[src/rtl/accel_spi_responder.sv]
// ADXL345-style SPI mode-3 responder with oversampled pins, coherent sample snapshot and config regs.
// Optional DATA_READY interrupt on int1 when ACCEL_RESP_INT_EN is defined.
module accel_spi_responder #(
  parameter logic [7:0]  DEVID       = 8'hE5,
  parameter int unsigned SYNC_STAGES = 2
) (
  input  logic        clk,
  input  logic        reset,
  input  logic        spi_clk,
  input  logic        spi_csn,
  input  logic        spi_sdi,
  output logic        spi_sdo,
  output logic        spi_sdo_oe,
  input  logic [15:0] sample_x,
  input  logic [15:0] sample_y,
  input  logic [15:0] sample_z,
  input  logic        sample_valid,
  output logic        wr_strobe,
  output logic [5:0]  wr_addr,
  output logic [7:0]  wr_data,
  output logic        busy,
  output logic        int1
);

  localparam logic [1:0] IDLE = 2'd0;
  localparam logic [1:0] CMD  = 2'd1;
  localparam logic [1:0] DATA = 2'd2;

  logic [SYNC_STAGES-1:0] sclk_sync, csn_sync, sdi_sync;
  logic sclk_q, csn_q;
  logic sclk_s, csn_s, sdi_s;
  logic sclk_rise, sclk_fall, csn_fall, csn_rise;

  always_ff @(posedge clk or negedge reset) begin
    if (!reset) begin
      sclk_sync <= '1;
      csn_sync  <= '1;
      sdi_sync  <= '0;
      sclk_q    <= 1'b1;
      csn_q     <= 1'b1;
    end else begin
      sclk_sync <= {sclk_sync[SYNC_STAGES-2:0], spi_clk};
      csn_sync  <= {csn_sync[SYNC_STAGES-2:0], spi_csn};
      sdi_sync  <= {sdi_sync[SYNC_STAGES-2:0], spi_sdi};
      sclk_q    <= sclk_s;
      csn_q     <= csn_s;
    end
  end

  assign sclk_s    = sclk_sync[SYNC_STAGES-1];
  assign csn_s     = csn_sync[SYNC_STAGES-1];
  assign sdi_s     = sdi_sync[SYNC_STAGES-1];
  // SCLK edges only count while chip select is asserted.
  assign sclk_rise = sclk_s & ~sclk_q & ~csn_s;
  assign sclk_fall = ~sclk_s & sclk_q & ~csn_s;
  assign csn_fall  = csn_q & ~csn_s;
  assign csn_rise  = ~csn_q & csn_s;
  assign busy      = ~csn_s;

  // Sample path: holding regs, pending sample while busy, frozen snapshot per transaction.
  logic [47:0] hold, pend, snap, hold_d;
  logic        pend_valid;
  logic        direct_load, pend_load, hold_load;

  assign direct_load = sample_valid & (csn_s | csn_fall);
  assign pend_load   = csn_rise & pend_valid & ~sample_valid;
  assign hold_load   = direct_load | pend_load;
  assign hold_d      = direct_load ? {sample_z, sample_y, sample_x} : pend;

  always_ff @(posedge clk or negedge reset) begin
    if (!reset) begin
      hold       <= '0;
      pend       <= '0;
      pend_valid <= 1'b0;
      snap       <= '0;
    end else begin
      if (hold_load) hold <= hold_d;
      if (sample_valid && !csn_s && !csn_fall) begin
        pend       <= {sample_z, sample_y, sample_x};
        pend_valid <= 1'b1;
      end else if (hold_load) begin
        pend_valid <= 1'b0;
      end
      if (csn_fall) snap <= hold_d & {48{direct_load}} | hold & {48{~direct_load}};
    end
  end

  // Transaction state and register map.
  logic [1:0] state;
  logic [2:0] bit_cnt;
  logic [6:0] rx_sh;
  logic [7:0] tx_sh;
  logic       rnw, mb;
  logic [5:0] addr;
  logic [7:0] cfg [6];
  logic       cfg_hit, snap_hit;
  logic [2:0] cfg_idx, snap_idx;
  logic [7:0] rd_byte;
  logic [7:0] rx_byte;

  assign cfg_hit  = (addr >= 6'h2C) && (addr <= 6'h31);
  assign snap_hit = (addr >= 6'h32) && (addr <= 6'h37);
  // 0x2C..0x31 and 0x32..0x37 map to 0..5 using only the low address bits.
  assign cfg_idx  = addr[2:0] - 3'd4;
  assign snap_idx = addr[2:0] - 3'd2;
  assign rx_byte  = {rx_sh, sdi_s};

  always_comb begin
    rd_byte = 8'h00;
    if (addr == 6'h00)  rd_byte = DEVID;
    else if (cfg_hit)   rd_byte = cfg[cfg_idx];
    else if (snap_hit)  rd_byte = snap[{snap_idx, 3'b000} +: 8];
  end

  always_ff @(posedge clk or negedge reset) begin
    if (!reset) begin
      state      <= IDLE;
      bit_cnt    <= '0;
      rx_sh      <= '0;
      tx_sh      <= '1;
      rnw        <= 1'b0;
      mb         <= 1'b0;
      addr       <= '0;
      spi_sdo    <= 1'b1;
      spi_sdo_oe <= 1'b0;
      wr_strobe  <= 1'b0;
      wr_addr    <= '0;
      wr_data    <= '0;
      for (int i = 0; i < 6; i++) cfg[i] <= 8'h00;
      cfg[0]     <= 8'h0A;
    end else begin
      wr_strobe <= 1'b0;
      if (csn_s) begin
        // Covers the CSN-rise clock: any partial byte is dropped here.
        state      <= IDLE;
        bit_cnt    <= '0;
        spi_sdo    <= 1'b1;
        spi_sdo_oe <= 1'b0;
      end else if (csn_fall) begin
        state   <= CMD;
        bit_cnt <= '0;
      end else begin
        case (state)
          CMD: begin
            if (sclk_rise) begin
              rx_sh   <= {rx_sh[5:0], sdi_s};
              bit_cnt <= bit_cnt + 3'd1;
              if (bit_cnt == 3'd7) begin
                rnw   <= rx_sh[6];
                mb    <= rx_sh[5];
                addr  <= {rx_sh[4:0], sdi_s};
                state <= DATA;
              end
            end
          end
          DATA: begin
            if (sclk_fall && rnw) begin
              spi_sdo_oe <= 1'b1;
              if (bit_cnt == 3'd0) begin
                spi_sdo <= rd_byte[7];
                tx_sh   <= {rd_byte[6:0], 1'b1};
              end else begin
                spi_sdo <= tx_sh[7];
                tx_sh   <= {tx_sh[6:0], 1'b1};
              end
            end
            if (sclk_rise) begin
              rx_sh   <= {rx_sh[5:0], sdi_s};
              bit_cnt <= bit_cnt + 3'd1;
              if (bit_cnt == 3'd7) begin
                if (!rnw) begin
                  wr_strobe <= 1'b1;
                  wr_addr   <= addr;
                  wr_data   <= rx_byte;
                  if (cfg_hit) cfg[cfg_idx] <= rx_byte;
                end
                if (mb) addr <= addr + 6'd1;
              end
            end
          end
          default: ;
        endcase
      end
    end
  end

`ifdef ACCEL_RESP_INT_EN
  logic int1_q, int_clr_pend, rd_at_32;

  assign rd_at_32 = (state == DATA) && rnw && sclk_fall && (bit_cnt == 3'd0) && (addr == 6'h32);

  always_ff @(posedge clk or negedge reset) begin
    if (!reset) begin
      int1_q       <= 1'b0;
      int_clr_pend <= 1'b0;
    end else begin
      if (csn_fall)      int_clr_pend <= 1'b0;
      else if (rd_at_32) int_clr_pend <= 1'b1;
      // A new sample beats a clear landing in the same clock.
      if (hold_load && cfg[2][7])        int1_q <= 1'b1;
      else if (csn_rise && int_clr_pend) int1_q <= 1'b0;
    end
  end

  assign int1 = int1_q;
`else
  assign int1 = 1'b0;
`endif

endmodule

[config.mk]
export PLATFORM = sky130hd
export DESIGN_NAME = accel_spi_responder
export DESIGN_NICKNAME = d
export VERILOG_FILES = /design/src/rtl/accel_spi_responder.sv
export SDC_FILE = /design/constraint.sdc
export NUM_CORES = 1
export LEC_CHECK = 0
export ABC_AREA = 1
export CAP_MARGIN = 10
export CORE_ASPECT_RATIO = 0.7
export CORE_MARGIN = 4
export CORE_UTILIZATION = 57
export CTS_CLUSTER_DIAMETER = 150
export DETAILED_ROUTE_END_ITERATION = 12
export GPL_TIMING_DRIVEN = 0
export PLACE_DENSITY = 0.87
export SYNTH_ARGS = -nofsm -noshare
export SYNTH_HDL_FRONTEND = slang
export SYNTH_SLANG_ARGS = --single-unit
export TNS_END_PERCENT = 100
[constraint.sdc]
create_clock -name clk -period 2.63 [get_ports clk]
set_input_delay 0.6575 -clock clk [delete_from_list [all_inputs] [get_ports clk]]
set_output_delay 0.6575 -clock clk [all_outputs]
set_load 0.01 [all_outputs]
==> impl_table.tex <==
\begin{tabular}{lr}
\hline
Metric & Value \\
\hline
\multicolumn{2}{l}{\textbf{Setup path}} \\
\quad Cell count of the worst reg-to-reg path & 13 \\
\quad Cell with the largest stage delay on the worst path & sky130\_fd\_sc\_hd\_\_dfrtp\_1 \\
\quad Worst path cell trace & inv\_1 > clkbuf\_4 > buf\_6 > ha\_1 > inv\_1 > nand2\_1 > nand2\_1 > nand2\_1 > nand2\_2 > clkinvlp\_4 > nand2\_2 > o21ai\_0 > nand2\_1 \\
\quad Critical Path Start Type & register \\
\quad Worst EP required & 3.04 ns \\
\quad Number of buffers and inverters on the critical path & 5 \\
\quad Cell mode on critical path & sky130\_fd\_sc\_hd\_\_nand2\_1 \\
\quad Worst endpoint data arrival time & 2.92 ns \\
\quad Endpoint of the most critical setup path & cfg[29] \\
\quad Peak fanout along the critical path & 11 \\
\quad Family with the most delay on the worst path & buffers and inverters \\
\quad Category of the most critical setup path & register to register \\
\quad RR Startpoint & addr[0] \\
\quad Start point of the critical path & addr[0] \\
\quad Slowest cell delay on critical path & 0.44 ns \\
\quad Crit path depth & 13 \\
\quad Capturing point of the worst reg2reg path & cfg[29] \\
\quad Register-to-register path setup slack & 0.12 ns \\
\quad Capturing element type of the critical path & register \\
\multicolumn{2}{l}{\textbf{Detailed routing}} \\
\quad Final antenna-violating net count & 0 \\
\quad Total vias in the final route & 9686 \\
\quad Routed Wire Length & 30890 µm \\
\quad Post-route DRC violation count & 0 \\
\quad Detailed Route Iter0 Violations & 1231 \\
\quad Vias per cell & 5.877 \\
\quad Detailed-route wire length per cell & 18.74 µm \\
\quad First drt pass iteration count & 5 \\
\multicolumn{2}{l}{\textbf{Power and ir drop}} \\
\quad Power density relative to cell area & 659.6 nW/µm² \\
\quad VDD IR max & 521.8 µV \\
\quad Portion of total power attributed to combinational logic & 0.114 \\
\quad Net switching share of the total power & 0.2608 \\
\quad Clock network power share & 0.391 \\
\quad Net Sw Power & 0.002255 W \\
\quad Internal power & 0.006392 W \\
\quad Sequential Power Share & 0.495 \\
\quad Static power due to leakage & 6.005 nW \\
\multicolumn{2}{l}{\textbf{Die}} \\
\quad Height of the die & 125.2 µm \\
\quad Die span in x & 175.4 µm \\
\quad Top-Level Pins & 73 \\
\quad Std-Cell Rows & 42 \\
\quad Standard cell core area & 19080 µm² \\
\quad Starting utilization of the core area & 0.5864 \\
\quad Die Area & 21970 µm² \\
\multicolumn{2}{l}{\textbf{Cells and area}} \\
\quad Layout-stage area growth over the synthesis result & 17.20\% \\
\quad Share of post-route cells with drive strength above 1 & 0.09754 \\
\quad Area of the multi-input gates & 4168 µm² \\
\quad Layout net count & 1433 \\
\quad Final Core Density & 0.6873 \\
\quad Total of fill cells in the finished design & 1428 \\
\quad Final Instance Area & 13110 µm² \\
\quad Antenna diode instance count & 0 \\
\quad Flip-flop and latch area & 6151 µm² \\
\multicolumn{2}{l}{\textbf{Synthesis}} \\
\quad Syn. warnings & 0 \\
\quad Post-synth ARST share & 1.000 \\
\quad Commonest register cell after synthesis & sky130\_fd\_sc\_hd\_\_dfrtp\_1 \\
\quad Cell Area, Synth & 11190 µm² \\
\quad Number of register bits inferred by synthesis & 245 \\
\quad Share of synthesized area occupied by flip-flops and latches & 0.5499 \\
\quad Number of distinct library cells after synthesis & 41 \\
\quad Post-synth net total & 1330 \\
\quad Synthesized instance count & 1263 \\
\quad Post-synthesis area per instance & 8.856 µm² \\
\quad Number of enable flip-flop cells after synthesis & 0 \\
\multicolumn{2}{l}{\textbf{Clock network}} \\
\quad H-tree levels & 1 \\
\quad Number of clock buffers inserted by TritonCTS & 24 \\
\quad Clock tree from TritonCTS & built \\
\quad Clock sink total & 245 \\
\quad Clock edge transition at the registers on the reported setup and hold paths & 0.07 ns \\
\quad Root Buffer & sky130\_fd\_sc\_hd\_\_clkbuf\_16 \\
\quad Max Root-Sink Buffers & 3 \\
\quad Clock latency on the worst-skew pair & 0.54 ns \\
\multicolumn{2}{l}{\textbf{Global route}} \\
\quad Antenna violations before repair & 0 \\
\quad First-pass GRT wire length & 49780 µm \\
\quad Overflow left after global routing & 0 \\
\quad Via count of the first global-routing pass & 9507 \\
\quad Pin count of the biggest net entering global routing & 128 \\
\quad All-Layer GR Usage & 0.2792 \\
\multicolumn{2}{l}{\textbf{Outcome}} \\
\quad Run status & finished clean \\
\multicolumn{2}{l}{\textbf{STA}} \\
\quad Final setup violating endpoints & 0 \\
\quad Fmax & 398.7 MHz \\
\quad Endpoints failing hold & 0 \\
\quad Unrepaired setup endpoints after global routing & false \\
\quad Clock skew after layout & 0.02025 ns \\
\quad Rel. slew slack & 0.5441 \\
\quad Tightest Pin Transition & 0.6839 ns \\
\quad Period utilization & 0.9537 \\
\quad Min Clock Period, post-route & 2.508 ns \\
\quad Max-slew violation count & 0 \\
\quad Setup TNS Final & 0 ns \\
\quad Final worst setup slack & 0.1218 ns \\
\quad Worst hold-check slack & 0.3531 ns \\
\multicolumn{2}{l}{\textbf{Placed design}} \\
\quad Number of input and output port buffers inserted & 71 \\
\quad Post-detail-place hpwl & 20930 µm \\
\quad Cell area reported after detailed placement & 12290 µm² \\
\quad Setup slack at placement & -0.2969 ns \\
\quad Placer's final routability congestion estimate & 0.9107 \\
\multicolumn{2}{l}{\textbf{Worst hold path}} \\
\quad Path type of the worst min-delay path & register to register \\
\multicolumn{2}{l}{\textbf{Job}} \\
\quad Number of violations of the max-capacitance limit & 0 \\
\hline
\end{tabular}
==> state kept, by name, summed over array words and instances (netlist names) <==
name and count:
cfg 48, rnw 1, pend 48, spi_sdo 1, bit_cnt 3, mb 1, sclk_q 1, hold 48
tx_sh 7, rx_sh 7, wr_data 8, sdi_sync 2, wr_strobe 1, wr_addr 6, snap 48, sclk_sync 2
spi_sdo_oe 1, state 2, csn_sync 2, csn_q 1, pend_valid 1, addr 6
==> synthesized netlist by cell type, types with 2 or more instances <==
cell	n	area (µm²)
sky130_fd_sc_hd__nand2_1	280	1051
sky130_fd_sc_hd__dfrtp_1	229	5731
sky130_fd_sc_hd__o21ai_0	150	750.7
sky130_fd_sc_hd__inv_1	135	506.7
sky130_fd_sc_hd__nor2_1	83	311.6
sky130_fd_sc_hd__a21oi_1	55	275.3
sky130_fd_sc_hd__nand3_1	52	260.3
sky130_fd_sc_hd__o21ai_1	47	235.2
sky130_fd_sc_hd__o221ai_1	32	280.3
sky130_fd_sc_hd__clkbuf_1	31	116.4
sky130_fd_sc_hd__buf_2	29	145.1
sky130_fd_sc_hd__o211ai_1	22	165.2
sky130_fd_sc_hd__a31oi_1	18	112.6
sky130_fd_sc_hd__dfstp_2	16	420.4
sky130_fd_sc_hd__mux2_2	15	168.9
sky130_fd_sc_hd__ha_1	13	162.7
sky130_fd_sc_hd__o21a_1	6	45.04
sky130_fd_sc_hd__buf_6	5	56.30
sky130_fd_sc_hd__inv_2	5	18.77
sky130_fd_sc_hd__nand3_4	5	87.58
sky130_fd_sc_hd__nand4_1	4	25.02
sky130_fd_sc_hd__a21boi_0	3	22.52
sky130_fd_sc_hd__buf_4	3	22.52
sky130_fd_sc_hd__nor2_4	3	33.78
sky130_fd_sc_hd__buf_1	2	7.510
sky130_fd_sc_hd__clkinv_1	2	7.510
sky130_fd_sc_hd__nor3_1	2	10.01
sky130_fd_sc_hd__nor3_4	2	32.53
sky130_fd_sc_hd__xor2_1	2	17.52
==> metrics by stage <==
stage,power [W],cells
after floorplan,0.004878,1263
after global placement,0.005234,1598
after detailed placement,0.005292,1600
after global routing,0.008951,1648
after CTS,0.008635,1647
final,0.008648,1648
==> metal layers <==
layer	wire length, µm	track usage
met2	13330	0.4039
met4	802	0.07470
met5	0	0
met3	3524	0.07483
met1	13230	0.4221
==> cell families after synthesis <==
| logic type | share of synthesized area |
|---|---|
| and+or+nand+nor | 0.1664 |
| AOI/OAI and AO/OA | 0.1715 |
| DFF | 0.5499 |
| buffers and inverters | 0.07875 |
| muxes | 0.01700 |
| adders and majority gates | 0.01454 |
| xor gates and xnor gates | 0.001566 |
| other | 0.0003352 |
==> worst min path at each step <==
stage	start	endpoint	slack [ns]	depth (start not counted)
4_1_cts	sdi_sync[0]	sdi_sync[1]	0.36	0
3_3_place_gp	sdi_sync[0]	sdi_sync[1]	0.34	0
6_report	sdi_sync[0]	sdi_sync[1]	0.35	0
3_5_place_dp	sdi_sync[0]	sdi_sync[1]	0.34	0
5_1_grt	csn_sync[0]	csn_sync[1]	0.36	0
2_1_floorplan	sdi_sync[0]	sdi_sync[1]	0.33	0
==> cell usage in the layout, fill, tap and decap left out, drive strengths merged, types with 18 or more instances in the layout <==
cell	n
a21oi	56
nor2	89
nand3	57
clkbuf	68
clkdlybuf4s50	70
dfrtp	229
o211ai	22
inv	140
o221ai	32
a31oi	18
o21ai	197
buf	43
nand2	282
==> power by group through the flow <==
| stage | Sequential, W | Clock (W) | Combinational, W |
|---|---|---|---|
| 2_1_floorplan | 0.00430 | 0 | 0.000576 |
| 3_3_place_gp | 0.00434 | 0 | 0.000896 |
| 3_5_place_dp | 0.00434 | 0 | 0.000949 |
| 4_1_cts | 0.00428 | 0.00338 | 0.000972 |
| 5_1_grt | 0.00432 | 0.00353 | 0.00110 |
| 6_report | 0.00428 | 0.00338 | 0.000984 |
==> layout make-up <==
cell class              count  area share
plain buffers              69     0.02701
clock buffers              36     0.05154
clock inverters             8    0.006681
inverters                 142     0.04123
multi-input cells         807      0.3179
flip-flops and latches    245      0.4692
well taps                 264     0.02520
repair buffers             77     0.06127
==> what timing repair did <==
item | 4_1_cts | 5_1_grt
hold endpoints to repair | 22 | 0
setup buffers | 3 | 0
setup endpoints to repair | 56 | 38
resized for setup | 2 | 6
hold buffers | 1 | 0
pin swaps | 0 | 1
gates cloned | 0 | 1
No activity file was read; power rests on OpenSTA's default activity.
